File: config.mk
export PLATFORM = sky130hd
export DESIGN_NAME = uart_cmd_engine
export DESIGN_NICKNAME = d
export VERILOG_FILES = /design/src/rtl/uart_cmd_engine.sv
export SDC_FILE = /design/constraint.sdc
export NUM_CORES = 1
export LEC_CHECK = 0
export ABC_AREA = 0
export ABC_CLOCK_PERIOD_IN_PS = 3750
export BUFFER_PORTS_ARGS = -buffer_cell sky130_fd_sc_hd__buf_2
export CAP_MARGIN = 20
export CORE_MARGIN = 2
export CORE_UTILIZATION = 27
export DETAILED_ROUTE_END_ITERATION = 10
export MAX_ROUTING_LAYER = met4
export PLACE_DENSITY_LB_ADDON = 0.08
export SLEW_MARGIN = 20
export SYNTH_ARGS = -nofsm -noshare
export SYNTH_HDL_FRONTEND = slang
export SYNTH_SLANG_ARGS = --single-unit
File: constraint.sdc
create_clock -name clk210_p -period 3.75 [get_ports clk210_p]
set_input_delay 0.1875 -clock clk210_p [delete_from_list [all_inputs] [get_ports clk210_p]]
set_output_delay 0.1875 -clock clk210_p [all_outputs]
set_load 0.005 [all_outputs]
File: src/rtl/uart_cmd_engine.sv
// uart_cmd_engine: parses framed UART read/write commands, runs the memory-map handshake and queues a status response
module uart_cmd_engine #(
  parameter int ADDR_BYTES = 2,
  parameter int DATA_BYTES = 2,
  parameter logic [7:0] START_BYTE = 8'h01,
  parameter logic [7:0] READ_CMD = 8'h02,
  parameter logic [7:0] WRITE_CMD = 8'h03,
  parameter int RX_TIMEOUT = 2_100_000,
  parameter int MEM_TIMEOUT = 1024,
  localparam int AW = 8 * ADDR_BYTES,
  localparam int DW = 8 * DATA_BYTES
) (
  input  logic          clk210_p,
  input  logic          reset_p,
  input  logic          fifo_rx_empty_p,
  input  logic [7:0]    fifo_rx_dout_p,
  output logic          fifo_rx_rd_en_p,
  input  logic          fifo_tx_full_p,
  output logic [7:0]    fifo_tx_din_p,
  output logic          fifo_tx_wr_en_p,
  output logic          transmit_req_p,
  input  logic          transmit_done_p,
  output logic [AW-1:0] memory_map_adrs_p,
  output logic [DW-1:0] memory_map_wr_data_p,
  input  logic [DW-1:0] memory_map_rd_data_p,
  output logic          memory_map_rd_req_p,
  output logic          memory_map_wr_req_p,
  input  logic          memory_map_rd_ack_p,
  input  logic          memory_map_wr_ack_p,
  input  logic          memory_map_er_p,
  output logic [7:0]    frame_err_count_p,
  output logic          busy_p
);
  localparam int BW = $clog2((ADDR_BYTES > DATA_BYTES ? ADDR_BYTES : DATA_BYTES) + 1);
  localparam int RTW = $clog2(RX_TIMEOUT + 1);
  localparam int MTW = $clog2(MEM_TIMEOUT + 1);
  typedef enum logic [3:0] {IDLE, GET_CMD, GET_ADDR, GET_DATA, MEM_REQ, MEM_WAIT, LOAD_TX, TX_START, TX_WAIT} state_t;
  state_t state_q, state_d;
  logic [1:0] ph_q, ph_d;
  logic rd_en_q, rd_en_d, wr_en_q, wr_en_d, treq_q, treq_d, rreq_q, rreq_d, wreq_q, wreq_d, is_rd_q, is_rd_d;
  logic [7:0] din_q, din_d, cnt_q, cnt_d, status_q, status_d, tx_idx_q, tx_idx_d;
  logic [AW-1:0] adrs_q, adrs_d;
  logic [DW-1:0] wdat_q, wdat_d, rdat_q, rdat_d;
  logic [BW-1:0] bc_q, bc_d;
  logic [RTW-1:0] rt_q, rt_d;
  logic [MTW-1:0] mt_q, mt_d;
  logic cap, ack, go;
  logic [7:0] last_idx, cnt_sat;
  always_comb begin
    state_d = state_q;
    ph_d = ph_q;
    rd_en_d = 1'b0;
    wr_en_d = 1'b0;
    treq_d = treq_q;
    rreq_d = rreq_q;
    wreq_d = wreq_q;
    is_rd_d = is_rd_q;
    din_d = din_q;
    cnt_d = cnt_q;
    status_d = status_q;
    tx_idx_d = tx_idx_q;
    adrs_d = adrs_q;
    wdat_d = wdat_q;
    rdat_d = rdat_q;
    bc_d = bc_q;
    rt_d = rt_q;
    mt_d = mt_q;
    go = 1'b0;
    cap = ph_q == 2'd3;
    ack = is_rd_q ? memory_map_rd_ack_p : memory_map_wr_ack_p;
    last_idx = is_rd_q ? 8'(DATA_BYTES + 1) : 8'd1;
    cnt_sat = cnt_q == 8'hFF ? cnt_q : cnt_q + 8'd1;
    // Byte fetch: rd_en pulse, one wait cycle, then capture on phase 3
    if (state_q inside {IDLE, GET_CMD, GET_ADDR, GET_DATA}) begin
      rd_en_d = ph_q == 2'd0 && !fifo_rx_empty_p;
      ph_d = (ph_q != 2'd0 || rd_en_d) ? ph_q + 2'd1 : ph_q;
      rt_d = (state_q == IDLE || cap) ? '0 : rt_q + RTW'(1);
    end
    case (state_q)
      IDLE: if (cap && fifo_rx_dout_p == START_BYTE) state_d = GET_CMD;
      GET_CMD: if (cap) begin
        bc_d = '0;
        tx_idx_d = 8'd0;
        is_rd_d = fifo_rx_dout_p == READ_CMD;
        state_d = (fifo_rx_dout_p == READ_CMD || fifo_rx_dout_p == WRITE_CMD) ? GET_ADDR : LOAD_TX;
        if (fifo_rx_dout_p != READ_CMD && fifo_rx_dout_p != WRITE_CMD) begin
          status_d = 8'h03;
          cnt_d = cnt_sat;
        end
      end
      GET_ADDR: if (cap) begin
        adrs_d = (adrs_q << 8) | AW'(fifo_rx_dout_p);
        bc_d = bc_q + BW'(1);
        if (bc_q == BW'(ADDR_BYTES - 1)) begin
          bc_d = '0;
          go = is_rd_q;
          state_d = GET_DATA;
        end
      end
      GET_DATA: if (cap) begin
        wdat_d = (wdat_q << 8) | DW'(fifo_rx_dout_p);
        bc_d = bc_q + BW'(1);
        go = bc_q == BW'(DATA_BYTES - 1);
      end
      MEM_REQ, MEM_WAIT: begin
        state_d = MEM_WAIT;
        mt_d = mt_q + MTW'(1);
        if (memory_map_er_p || ack || mt_q == MTW'(MEM_TIMEOUT - 1)) begin
          rreq_d = 1'b0;
          wreq_d = 1'b0;
          tx_idx_d = 8'd0;
          state_d = LOAD_TX;
          status_d = memory_map_er_p ? 8'h01 : ack ? 8'h00 : 8'h02;
          rdat_d = (ack && is_rd_q && !memory_map_er_p) ? memory_map_rd_data_p : '0;
        end
      end
      LOAD_TX: if (!wr_en_q && !fifo_tx_full_p) begin
        wr_en_d = 1'b1;
        din_d = tx_idx_q == 8'd0 ? START_BYTE : tx_idx_q == 8'd1 ? status_q : rdat_q[DW-1 -: 8];
        rdat_d = tx_idx_q >= 8'd2 ? rdat_q << 8 : rdat_q;
        tx_idx_d = tx_idx_q + 8'd1;
        state_d = tx_idx_q == last_idx ? TX_START : LOAD_TX;
      end
      TX_START: begin
        treq_d = 1'b1;
        state_d = TX_WAIT;
      end
      TX_WAIT: if (transmit_done_p) begin
        treq_d = 1'b0;
        state_d = IDLE;
      end
      default: state_d = IDLE;
    endcase
    if (go) begin
      rreq_d = is_rd_q;
      wreq_d = !is_rd_q;
      mt_d = '0;
      rdat_d = '0;
      state_d = MEM_REQ;
    end
    // Host went silent mid-frame: drop the partial frame without a response
    if (state_q inside {GET_CMD, GET_ADDR, GET_DATA} && !cap && rt_q == RTW'(RX_TIMEOUT - 1)) begin
      state_d = IDLE;
      ph_d = 2'd0;
      rd_en_d = 1'b0;
      cnt_d = cnt_sat;
    end
  end
  always_ff @(posedge clk210_p) begin
    if (reset_p) begin
      state_q <= IDLE;
      ph_q <= 2'd0;
      rd_en_q <= 1'b0;
      wr_en_q <= 1'b0;
      treq_q <= 1'b0;
      rreq_q <= 1'b0;
      wreq_q <= 1'b0;
      is_rd_q <= 1'b0;
      din_q <= 8'd0;
      cnt_q <= 8'd0;
      status_q <= 8'd0;
      tx_idx_q <= 8'd0;
      adrs_q <= '0;
      wdat_q <= '0;
      rdat_q <= '0;
      bc_q <= '0;
      rt_q <= '0;
      mt_q <= '0;
    end else begin
      state_q <= state_d;
      ph_q <= ph_d;
      rd_en_q <= rd_en_d;
      wr_en_q <= wr_en_d;
      treq_q <= treq_d;
      rreq_q <= rreq_d;
      wreq_q <= wreq_d;
      is_rd_q <= is_rd_d;
      din_q <= din_d;
      cnt_q <= cnt_d;
      status_q <= status_d;
      tx_idx_q <= tx_idx_d;
      adrs_q <= adrs_d;
      wdat_q <= wdat_d;
      rdat_q <= rdat_d;
      bc_q <= bc_d;
      rt_q <= rt_d;
      mt_q <= mt_d;
    end
  end
  assign fifo_rx_rd_en_p = rd_en_q;
  assign fifo_tx_din_p = din_q;
  assign fifo_tx_wr_en_p = wr_en_q;
  assign transmit_req_p = treq_q;
  assign memory_map_adrs_p = adrs_q;
  assign memory_map_wr_data_p = wdat_q;
  assign memory_map_rd_req_p = rreq_q;
  assign memory_map_wr_req_p = wreq_q;
  assign frame_err_count_p = cnt_q;
  assign busy_p = state_q != IDLE;
endmodule
==> summary.txt <==
Placed design
  – Area after DPL: around 6400 um^2
  – GPL Wtd Cong: slightly below 0.8
  – Pre-CTS setup slack: 1.23 ns
  – DP HPWL: between 10,000 and 15,000 um
  – Port buffer count: 85
  – Inst Count DP: between 1,000 and 1,500

CTS
  – Clock root buffer: clkbuf_16
  – Worst-path clk slew: ~0.060 ns
  – Cts bufs inserted: 17
  – Post-cts gate resize count: 0
  – Number of buffers added for setup after CTS: 0
  – Clk buf depth: 2
  – CTS tree: built
  – CTS Hold Bufs: 2
  – H-tree depth: 4
  – Clk Latency, worst-skew pair: 0.42 ns
  – Clock sinks: between 100 and 150

Final layout
  – Final core occ: between 30% and 40%
  – Final cell area excluding filler cells: between 6000 and 7000 um^2
  – Post-Layout Cell Count: ~1,100
  – # fillers: ~2,300
  – Area growth syn-to-layout: 22.9%
  – Fin nets: 824
  – Share of layout cells above drive strength 1: between 10% and 20%
  – Diode count: 0

Logic synthesis
  – Top_reg_cell synth: dfxtp_1
  – Count leader, synth: dfxtp_1
  – Async SR Flop Fraction: 0%
  – Synth top area cells: dfxtp_1, a21oi_1, nand2_1, nor2_1, o21ai_0
  – Syn_nets: approximately 750
  – Synth cell count leaders: dfxtp_1, nand2_1, a21oi_1, nor2_1, o21ai_0
  – Yosys warns: 0
  – Post-synth EDFFs: 0
  – Mapped cell area: 5690 um^2
  – Syn Inst Count: 704
  – Synth area leader: dfxtp_1
  – Cell variety after synth: between 60 and 70
  – Synth top area share: between 40% and 50%
  – Post-synthesis sequential area ratio: a little over two fifths
  – Mean Syn Cell Area: around 8.1 um^2
  – Register bit count reported by yosys: between 100 and 150

Floorplan
  – Die Wd: 149 um
  – Die height: approximately 150 um
  – Die footprint: ~22,000 um^2
  – Boundary pin count: between 80 and 90
  – Rows: 53
  – Core ar.: 20,800 um^2
  – Starting Density: 27.3%

Setup path
  – CP max-delay cell: dfxtp_1
  – Bufs and invs on worst path: 1
  – Critical path data required time: around 4 ns
  – Reg2Reg Capture Point: rdat_q[6]$_SDFFE_PP0P_
  – R2R Setup Slk: between 1 and 1.5 ns
  – Worst Path Arrival: approximately 2.9 ns
  – Setup crit start kind: flop
  – CP Max Fanout: 21
  – Kind of critical path: flop to flop
  – Crit path largest cell delay: roughly 0.8 ns
  – Crit-path cells: nor4bb_2 -> buf_4 -> o21ai_0 -> a21boi_2 -> nand4_1 -> a21oi_1
  – Critical Path Sink Type: flop
  – Critical path depth: 6
  – R2R Path Start: state_q[0]$_SDFFE_PP0P_
  – Largest delay share family, worst path: compound AO/OA/AOI/OAI gates
  – Register-to-Register Path Depth: 6

Hold path
  – WHS Path Cells: 2
  – Hold_sp: fifo_rx_empty_p
  – Hold worst-path end: fifo_rx_rd_en_p$_SDFF_PP0_
  – HP Class: primary input to flop

Global route
  – Gr ovfl total: 0
  – First-pass GRT wire length: between 20,000 and 30,000 um
  – GRT Util Overall: 15.7%
  – Initial antenna violation count: 0
  – Largest net degree at the start of global routing: 40
  – Number of global-route vias before repair: 5,191

Run
  – Max-cap violations: 0

Drt
  – Routed length per instance: 15.5 um
  – Post-route ant nets: 0
  – Total Wirelength: roughly 17,000 um
  – Vias: ~5,400
  – DRC viols: 0
  – DR iter-0 viols: 262
  – Vias per Instance: approximately 5
  – Router iterations before antenna repair: 4

Timing
  – Setup TNS: 0 ns
  – Rel. slew slack: about 28%
  – Slew Limit Fails: 0
  – RSZ-0062 raised after global routing: false
  – Fmax: 390 MHz
  – Skew final: roughly 0.013 ns
  – Setup violators final: 0
  – Fin. Hold Viols: 0
  – Post-layout min period: 2.56 ns
  – Final period utilization: ~68%
  – Hold Worst Slack: between 0.01 and 0.015 ns
  – Slew @ Worst Pin: roughly 1.1 ns
  – Setup ws final: roughly 1.2 ns

Power and ir drop
  – Design Power: roughly 3.1 mW
  – Leak: 2.59 nW
  – Power Density: about 440 nW/um^2
  – Peak supply drop: between 0.3 and 0.4 mV

Outcome
  – Status: completed
worst register-to-register path: stages, from the launching register on:
cell      delay, ns
dfxtp_1        0.80
nor4bb_2       0.12
buf_4          0.24
o21ai_0        0.18
a21boi_2       0.75
nand4_1        0.23
a21oi_1        0.19
cell usage in the layout (no fill, tap or decap), types with 16 or more instances in the layout:
master / count
nor3_1: 33
nand3_1: 20
a21oi_1: 87
inv_1: 16
nor2_1: 54
clkbuf_16: 17
buf_2: 85
o21ai_0: 35
nand2_1: 103
dfxtp_1: 121
nand4_1: 19
layout make-up:
class	instances	area, um^2	area share (%)
multi-input combinational	529	3070	43.9
clock inverter	13	144	2.06
sequential	121	2420	34.6
clock buffer	19	443	6.33
tap	275	344	4.92
timing repair buffer	96	513	7.33
inverter	16	60.1	0.858
state kept, by name, summed over array words and instances (netlist names), 4 cells and up:
register	cells
fifo_tx_din_p	8
memory_map_wr_data_p	16
tx_idx_q	8
state_q	4
memory_map_adrs_p	16
rdat_q	16
frame_err_count_p	8
rt_q	22
mt_q	11
cells by family (layout without fill, tap and decap cells):
group,Yosys count,after routing,share of synthesized area [%]
adder cells (fa/ha/maj),11,11,2.42
multiplexers,7,7,1.28
AO/OA/AOI/OAI,188,188,20.4
XOR/XNOR,13,13,2.00
AND/OR/NAND/NOR,310,310,27.5
flip-flops,121,121,42.6
buffers and inverters,54,144,3.83
routing by layer:
layer | up-vias | share of wire (%) | GRT usage [%]
met3 | 14 | 3.7 | 3.36
met1 | 2588 | 50 | 20.7
met2 | 101 | 45 | 24.4
li1 | 2713 | - | -
met4 | 0 | 1.0 | 4.62
met5 | - | 0 | -
power by group:
part           internal (mW)  switching, mW
Clock                   1.00          0.643
Combinational         0.0493         0.0696
Sequential              1.30        0.00967
Total                   2.35          0.722
worst max-delay path by stage:
stage	from	to
after floorplan	mt_q[0]$_SDFFE_PP0P_	tx_idx_q[7]$_SDFFE_PP0P_
after global placement	state_q[2]$_SDFFE_PP0P_	rdat_q[2]$_SDFFE_PP0P_
after detailed placement	mt_q[0]$_SDFFE_PP0P_	rdat_q[6]$_SDFFE_PP0P_
after CTS	mt_q[0]$_SDFFE_PP0P_	rdat_q[6]$_SDFFE_PP0P_
after global routing	state_q[1]$_SDFFE_PP0P_	state_q[1]$_SDFFE_PP0P_
final	state_q[0]$_SDFFE_PP0P_	rdat_q[6]$_SDFFE_PP0P_
Note: power is estimated with default switching activity, not from simulation.
